<file path="config.mk">
export PLATFORM = sky130hd
export DESIGN_NAME = operand_loader
export DESIGN_NICKNAME = d
export VERILOG_FILES = /design/src/rtl/operand_loader_pkg.sv /design/src/rtl/operand_loader.sv
export SDC_FILE = /design/constraint.sdc
export NUM_CORES = 1
export LEC_CHECK = 0
export CAP_MARGIN = 20
export CORE_UTILIZATION = 46
export DETAILED_ROUTE_END_ITERATION = 12
export PLACE_DENSITY = 0.83
export SLEW_MARGIN = 10
export SYNTH_ARGS = -nofsm -noshare
export SYNTH_HDL_FRONTEND = slang
export SYNTH_SLANG_ARGS = --single-unit
</file>
<file path="constraint.sdc">
create_clock -name clk -period 2.92 [get_ports clk]
set_input_delay 0.876 -clock clk [delete_from_list [all_inputs] [get_ports clk]]
set_output_delay 0.876 -clock clk [all_outputs]
set_load 0.02 [all_outputs]
</file>
<file path="src/rtl/operand_loader_pkg.sv">
// Shared types and sizing for the operand loader and its neighbours.
// Latency: none (declarations only).
// Backpressure: none (declarations only).
//
// Contents:
//   NUM_OPERANDS, OPERAND_W, OPT_W, RESULT_W  - datapath sizing
//   CNT_W, LAST_IDX                           - beat counter sizing
//   state_e                                   - loader FSM states
//   accepts_beats()                           - states in which in_ready is high
package operand_loader_pkg;

  localparam int NUM_OPERANDS = 6;
  localparam int OPERAND_W    = 4;
  localparam int OPT_W        = 3;
  localparam int RESULT_W     = 10;

  // The beat counter is 3 bits wide, which covers operand indices 0..5.
  localparam int CNT_W = 3;
  localparam logic [CNT_W-1:0] LAST_IDX = CNT_W'(NUM_OPERANDS - 1);

  typedef enum logic [1:0] {
    ST_IDLE = 2'd0,
    ST_LOAD = 2'd1,
    ST_EXEC = 2'd2,
    ST_OUT  = 2'd3
  } state_e;

  // The host may only push beats while the loader is collecting operands.
  function automatic logic accepts_beats(input state_e st);
    return (st == ST_IDLE) || (st == ST_LOAD);
  endfunction

endpackage

</file>
<file path="src/rtl/operand_loader.sv">
// Collects six serial operand nibbles plus opcode/equation select, presents
// them to the compute stage, then captures the compute result.
// Latency: last beat at cycle t -> out_valid at cycle t+2 (one EXEC, one OUT).
// Backpressure: in_ready drops during EXEC and OUT; beats offered then are ignored.
//
// Ports:
//   clk, rst            - clock, synchronous active-high reset
//   in_valid/in_data    - serial operand beats, n0 first
//   in_opt/in_equ       - opcode and equation select, taken from beat 0 only
//   in_ready            - high while beats are accepted (IDLE, LOAD)
//   in_n0..in_n5        - registered operands to the compute stage
//   opt/equ             - registered opcode / equation select to the compute stage
//   out_n               - combinational result coming back from the compute stage
//   out_valid/out_data  - one-cycle result strobe and captured result (0 otherwise)
module operand_loader
  import operand_loader_pkg::*;
(
  input  logic                 clk,
  input  logic                 rst,
  input  logic                 in_valid,
  input  logic [OPERAND_W-1:0] in_data,
  input  logic [OPT_W-1:0]     in_opt,
  input  logic                 in_equ,
  output logic                 in_ready,
  output logic [OPERAND_W-1:0] in_n0,
  output logic [OPERAND_W-1:0] in_n1,
  output logic [OPERAND_W-1:0] in_n2,
  output logic [OPERAND_W-1:0] in_n3,
  output logic [OPERAND_W-1:0] in_n4,
  output logic [OPERAND_W-1:0] in_n5,
  output logic [OPT_W-1:0]     opt,
  output logic                 equ,
  input  logic [RESULT_W-1:0]  out_n,
  output logic                 out_valid,
  output logic [RESULT_W-1:0]  out_data
);

  // Control state: FSM plus beat counter, nothing else.
  state_e             state;
  state_e             state_nxt;
  logic [CNT_W-1:0]   cnt;
  logic [CNT_W-1:0]   cnt_nxt;

  // Datapath registers.
  logic [OPERAND_W-1:0] ops [NUM_OPERANDS];

  // Per-cycle write controls derived from the FSM.
  logic               capture;
  logic               first_beat;
  logic [CNT_W-1:0]   wr_idx;

  assign in_ready = accepts_beats(state);

  // ------------------------------------------------------------------
  // Next-state logic
  // ------------------------------------------------------------------
  always_comb begin
    state_nxt  = state;
    cnt_nxt    = cnt;
    capture    = 1'b0;
    first_beat = 1'b0;

    case (state)
      ST_IDLE: begin
        if (in_valid) begin
          capture    = 1'b1;
          first_beat = 1'b1;
          cnt_nxt    = CNT_W'(1);
          state_nxt  = ST_LOAD;
        end
      end

      ST_LOAD: begin
        if (in_valid) begin
          capture = 1'b1;
          if (cnt == LAST_IDX) begin
            cnt_nxt   = '0;
            state_nxt = ST_EXEC;
          end else begin
            cnt_nxt = cnt + CNT_W'(1);
          end
        end else begin
          // A gap in the beat stream abandons the transaction; the partial
          // operands stay on the outputs but no result is ever produced.
          cnt_nxt   = '0;
          state_nxt = ST_IDLE;
        end
      end

      ST_EXEC: begin
        state_nxt = ST_OUT;
      end

      ST_OUT: begin
        state_nxt = ST_IDLE;
      end

      default: begin
        cnt_nxt   = '0;
        state_nxt = ST_IDLE;
      end
    endcase
  end

  // Beat 0 always lands in slot 0, independent of whatever the counter holds.
  assign wr_idx = first_beat ? '0 : cnt;

  // ------------------------------------------------------------------
  // Registers
  // ------------------------------------------------------------------
  always_ff @(posedge clk) begin
    if (rst) begin
      state     <= ST_IDLE;
      cnt       <= '0;
      for (int i = 0; i < NUM_OPERANDS; i++) begin
        ops[i] <= '0;
      end
      opt       <= '0;
      equ       <= 1'b0;
      out_valid <= 1'b0;
      out_data  <= '0;
    end else begin
      state <= state_nxt;
      cnt   <= cnt_nxt;

      if (capture) begin
        ops[wr_idx] <= in_data;
      end

      // Opcode and equation select only ever come from beat 0.
      if (first_beat) begin
        opt <= in_opt;
        equ <= in_equ;
      end

      // The compute stage sees stable operands throughout EXEC, so its
      // result is sampled on the edge that leaves EXEC. Outside OUT the
      // result register is forced to zero.
      out_valid <= (state == ST_EXEC);
      out_data  <= (state == ST_EXEC) ? out_n : '0;
    end
  end

  assign in_n0 = ops[0];
  assign in_n1 = ops[1];
  assign in_n2 = ops[2];
  assign in_n3 = ops[3];
  assign in_n4 = ops[4];
  assign in_n5 = ops[5];

endmodule

</file>
==> results.py, run 1 <==
metrics = {
    "run_status": {
        "status": "finished, final reports clean",
    },
    "power_and_ir_drop": {
        "p_sw_frac": 0.223,
        "power_frac_clock": 0.274,
        "powerDensity_mw_per_mm2": 476,
        "p_sw_uw": 248,
        "irDropWorstVdd_uv": 369,
        "pwr-share-comb": 0.114,
        "intPower_uw": 867,
        "power.leakage_nw": 0.894,
        "p_seq_frac": 0.612,
    },
    "floorplanning": {
        "fp-row-count": 21,
        "coreArea_mm2": 0.00336,
        "die_height_um": 61.6,
        "start_util": 0.487,
        "dieWidth_um": 61.6,
        "dieArea_mm2": 0.00380,
        "io_pins": 61,
    },
    "global_route": {
        "antenna_found_initial": 0,
        "grt.busiest_layer": "met2",
        "track_usage": 0.180,
        "grt_pass1_vias": 1074,
        "overflow": 0,
        "use_met3": 0.0462,
        "globalRouteMet2Util": 0.293,
        "grt_use_met1": 0.209,
        "grt_max_degree": 15,
        "grt_pass1_wl_um": 4710,
    },
    "timing": {
        "whs_ps": 504,
        "hold_viol_final": 0,
        "skew_ps": 3.96,
        "max_freq_ghz": 0.414,
        "setup_slack_ps": 503,
        "tightest_slew_ps": 557,
        "slew_headroom": 0.625,
        "rsz0062_at_grt": "false",
        "period_needed_ps": 2420,
        "setup_viol": 0,
        "finalMaxSlewViolations": 0,
        "fin_crit_sh": 0.828,
        "finalSetupTns_ps": 0,
    },
    "place": {
        "numPortBuffers": 60,
        "gp_congestion": 0.789,
        "pre_cts_slack_ps": 354,
        "hpwl_um": 2520,
    },
    "worst_hold_path": {
        "worstHoldPathType": "reg2reg",
        "hp-start": "opt[0]",
    },
    "clock_network": {
        "cts_made_buffers": 5,
        "clockBufferDepth": 2,
        "cts_resized": 0,
        "cts_setup_buffers": 0,
        "cts_tree": "done",
        "htreeDepth": 2,
        "clkTransAtPathRegs_ps": 110,
        "root_buffer": "clkbuf_4",
        "cts.sinks": 44,
        "cts_hold_buf": 0,
        "clk_latency_ps": 350,
    },
    "setup_path": {
        "path_max_fanout": 9,
        "end_kind": "output pin",
        "rr_startpoint": "cnt[2]",
        "critPathLaunchType": "flop",
        "worst-setup-path-type": "reg2out",
        "arrival_ps": 1540,
        "crit_required_ps": 2040,
    },
    "detailed_routing": {
        "wirelength_um": 3230,
        "drc": 0,
        "vias": 1179,
        "first_pass_iters": 4,
        "postRouteAntennaNets": 0,
        "viasPerCell": 4.79,
        "routedWlPerCell_um": 13.1,
        "drt_iter0_markers": 11,
    },
    "synth": {
        "yosysSeqAreaShare": 0.685,
        "synth_nets": 155,
        "synthDistinctLibCells": 30,
        "syn_area_per_cell_um2": 12.2,
        "netlist_instances": 134,
        "ys_ff_latch": 44,
        "mappedNetlistArea_mm2": 0.00164,
        "yosysWarnings": 0,
    },
    "final_layout": {
        "diodes": 0,
        "fin_util": 0.697,
        "nFillCells": 267,
        "fin_nets": 220,
        "drive_above_1_share": 0.0900,
        "syn_to_final_growth_pct": 43.2,
    },
    "job": {
        "drv_cap": 0,
    },
}
[flip-flops by register name, indices dropped and copies added, names as in the netlist, named ones only]
signal / cells
state: 1
opt: 3
out_valid: 1
out_data: 10
equ: 1
ops: 24
cnt: 3
[layer usage]
layer	wire length, um	share of wire
met1	1350	0.42
met2	1630	0.50
met3	198	0.061
met4	48	0.015
met5	0	0
[area by class of cell]
| class | instances | area [um^2] | share of cell area |
|---|---|---|---|
| sequential | 44 | 1120 | 0.478 |
| timing repair buffer | 62 | 616 | 0.263 |
| multi-input combinational | 80 | 464 | 0.198 |
| clock buffer | 8 | 62.6 | 0.0267 |
| tap | 46 | 57.6 | 0.0246 |
| inverter | 6 | 22.5 | 0.00961 |
[synth_stat cells]
| library cell | n | share of area |
|---|---|---|
| or2_2 | 2 | 0.0076 |
| buf_2 | 2 | 0.0061 |
| nor3b_4 | 1 | 0.011 |
| inv_1 | 5 | 0.011 |
| a31o_2 | 2 | 0.011 |
| nand4_1 | 1 | 0.0038 |
| nand3b_1 | 1 | 0.0046 |
| nor2_1 | 15 | 0.034 |
| and3b_1 | 1 | 0.0054 |
| buf_6 | 1 | 0.0069 |
| inv_2 | 1 | 0.0023 |
| nor3b_1 | 1 | 0.0046 |
| nand2b_4 | 1 | 0.0084 |
| nor2b_1 | 2 | 0.0076 |
| or2b_4 | 1 | 0.0069 |
| nand2b_1 | 1 | 0.0038 |
| o21ai_0 | 8 | 0.024 |
| o22ai_1 | 1 | 0.0038 |
| dfxtp_1 | 20 | 0.24 |
| a21oi_1 | 4 | 0.012 |
| nand2_1 | 12 | 0.028 |
| a2111o_1 | 1 | 0.0069 |
| buf_4 | 1 | 0.0046 |
| and3_1 | 1 | 0.0038 |
| edfxtp_1 | 24 | 0.44 |
| and2_1 | 19 | 0.073 |
| nor4_2 | 1 | 0.0076 |
| a211oi_1 | 1 | 0.0046 |
| nor3_1 | 2 | 0.0061 |
| a21o_1 | 1 | 0.0046 |
[layout by cell type, fill, tap and decap left out, types with 2 or more instances in the layout]
master	n
clkdlybuf4s50_1	60
edfxtp_1	24
dfxtp_1	20
and2_1	19
nor2_1	15
nand2_1	12
o21ai_0	8
clkbuf_4	6
inv_1	5
a21oi_1	4
or2_2	2
nor2b_1	2
a31o_2	2
nor3_1	2
buf_4	2
[path summary, 6_finish.rpt]
kind,cells past startpoint,endpoint,slack (ps)
min reg2reg,2,opt[0],500
max reg2reg,3,ops[4][2],1140
max,2,in_ready,500
min,2,opt[0],500
[critical path, stage by stage (launching register included)]
cell and delay, ps:
dfxtp_1 540, inv_1 110, clkdlybuf4s50_1 550
[power by group through the flow]
stage,Sequential (mW),Combinational (mW),Clock [mW]
finish,0.682,0.127,0.305
floorplan,0.718,0.0330,0
CTS,0.682,0.128,0.307
global route,0.685,0.136,0.330
global placement,0.695,0.125,0
detailed placement,0.697,0.128,0
[per-stage QoR]
step	area (um^2)	power (mW)	cells
after floorplan	1640	0.751	134
after global placement	2280	0.820	238
after detailed placement	2280	0.824	238
after CTS	2340	1.12	246
after global routing	2340	1.15	246
final	2340	1.11	246
[cell families after synthesis]
family,Yosys count,share of synthesized area
simple gates,62,0.216
flops,44,0.685
compound gates,18,0.0673
buf+inv,10,0.0313
No activity file was read; power rests on OpenSTA's default activity.
==> run 2: changes to the inputs <==
- CORE_UTILIZATION: 46 -> 39
- PLACE_DENSITY: 0.83 -> 0.75
- clock period: 2.92 -> 2.11 ns (I/O delays scaled with it)
==> run 2 against run 1 <==
  * Worst hold slack worse by 18 ps
  * Final cell count grew 6.5%
  * Clock power rose by 73%
  * Sequential power increased by 38%
  * Final area grew 5.3%
  * Flip-flop and latch count did not move
  * Utilization down 8.4 points
  * Critical path depth is the same
  * Die area up 17%
  * Wire length grew 7.1%
  * Largest power group unchanged
==> results.py, run 2 (synthesized netlist as in run 1, its figures left out) <==
metrics = {
    "global_route": {
        "grt_max_degree": 16,
        "overflow": 0,
        "grt_pass1_vias": 1231,
        "grt_pass1_wl_um": 5600,
        "antenna_found_initial": 0,
        "track_usage": 0.177,
    },
    "clock_network": {
        "clk_latency_ps": 300,
        "cts_setup_buffers": 0,
        "root_buffer": "clkbuf_8",
        "cts_tree": "done",
        "cts.sinks": 44,
        "clockBufferDepth": 2,
        "cts_made_buffers": 5,
        "cts_resized": 0,
        "clkTransAtPathRegs_ps": 80,
        "cts_hold_buf": 0,
        "htreeDepth": 2,
    },
    "final_layout": {
        "largest_reg_flops": 24,
        "drive_above_1_share": 0.146,
        "fin_nets": 232,
        "diodes": 0,
        "top_regs": "ops: 24 flops, out_data: 10 flops",
        "fin_util": 0.613,
        "layout.cells.non_filler": 262,
        "nFillCells": 315,
        "syn_to_final_growth_pct": 50.8,
        "top_register": "ops",
        "layout_commonest_cell": "clkdlybuf4s50_1",
        "final_cell_mix": "60 x clkdlybuf4s50_1, 24 x edfxtp_1, 20 x dfxtp_1",
        "fin_area_mm2": 0.00247,
    },
    "timing": {
        "hold_viol_final": 0,
        "period_needed_ps": 1910,
        "skew_ps": 7.61,
        "tightest_slew_ps": 568,
        "rsz0062_at_grt": "false",
        "whs_ps": 486,
        "fin_crit_sh": 0.906,
        "finalMaxSlewViolations": 0,
        "finalSetupTns_ps": 0,
        "slew_headroom": 0.617,
        "max_freq_ghz": 0.523,
        "setup_viol": 0,
    },
    "floorplanning": {
        "dieArea_mm2": 0.00446,
        "fp-row-count": 23,
        "coreArea_mm2": 0.00403,
        "dieWidth_um": 66.8,
        "die_height_um": 66.8,
        "start_util": 0.406,
        "io_pins": 61,
    },
    "detailed_routing": {
        "wirelength_um": 3450,
        "first_pass_iters": 4,
        "routedWlPerCell_um": 13.2,
        "viasPerCell": 4.80,
        "postRouteAntennaNets": 0,
        "vias": 1257,
        "drt_iter0_markers": 48,
        "drc": 0,
    },
    "setup_path": {
        "path_cells": "inv_1, clkdlybuf4s50_1",
        "path_max_fanout": 2,
        "end_kind": "output pin",
        "cp_slowest_cell": "clkdlybuf4s50_1",
        "r2r_cells": 3,
        "critical_path.top_delay_family": "buffers and inverters",
        "worst-setup-path-type": "reg2out",
        "cp.depth": 2,
        "critPathLaunchType": "flop",
        "crit_required_ps": 1480,
        "arrival_ps": 1280,
        "critPathBufInv": 2,
        "cpPeakStageDelay_ps": 600,
    },
    "place": {
        "numPortBuffers": 60,
        "dp_cells": 254,
        "placed_area_mm2": 0.00238,
        "hpwl_um": 2690,
        "gp_congestion": 0.824,
    },
    "power_and_ir_drop": {
        "irDropWorstVdd_uv": 334,
        "power.leakage_nw": 0.956,
        "powerDensity_mw_per_mm2": 673,
    },
    "job": {
        "drv_cap": 0,
    },
    "run_status": {
        "status": "finished, final reports clean",
    },
    "worst_hold_path": {
        "hold_path_depth": 2,
        "worstHoldPathType": "reg2reg",
    },
}
run 2: metrics by stage:
stage / worst slack, ps / power (mW)
4_1_cts: 184 / 1.67
3_3_place_gp: -61.7 / 1.15
6_report: 199 / 1.66
3_5_place_dp: -80.5 / 1.15
2_1_floorplan: 376 / 1.04
5_1_grt: 148 / 1.72
run 2: layout make-up:
class	count	area (um^2)	area share
Timing Repair Buffer	74	706	0.286
Sequential cell	44	1120	0.454
Clock buffer	5	68.8	0.0279
Clock inverter	3	23.8	0.00963
Tap cell	50	62.6	0.0253
Multi-Input combinational cell	80	464	0.188
Inverter	6	22.5	0.00912
run 2: path summary, 6_finish.rpt:
path	from	endpoint	slack, ps
worst max register to register	cnt[2]	ops[4][2]	350
worst max-delay path	flop	in_ready	200
worst min-delay path	opt[1]	opt[1]	490
worst min register to register	opt[1]	opt[1]	490
run 2: metal layers:
layer / track usage / wire length [um] / vias up
met5: 0 / 0 / -
met4: 0.117 / 143 / 0
met3: 0.0531 / 213 / 16
met2: 0.285 / 1730 / 50
met1: 0.200 / 1370 / 583
li1: - / - / 608
run 2: report_power, final:
group | switching [mW] | internal, mW | total, mW
combinational | 0.0873 | 0.101 | 0.188
clock | 0.294 | 0.234 | 0.528
sequential | 0.0139 | 0.930 | 0.944
run 2: tightest hold or removal path: stages, from the launching register on:
cell,delay [ps]
dfxtp_1,310
o21ai_0,60
a21oi_1,60
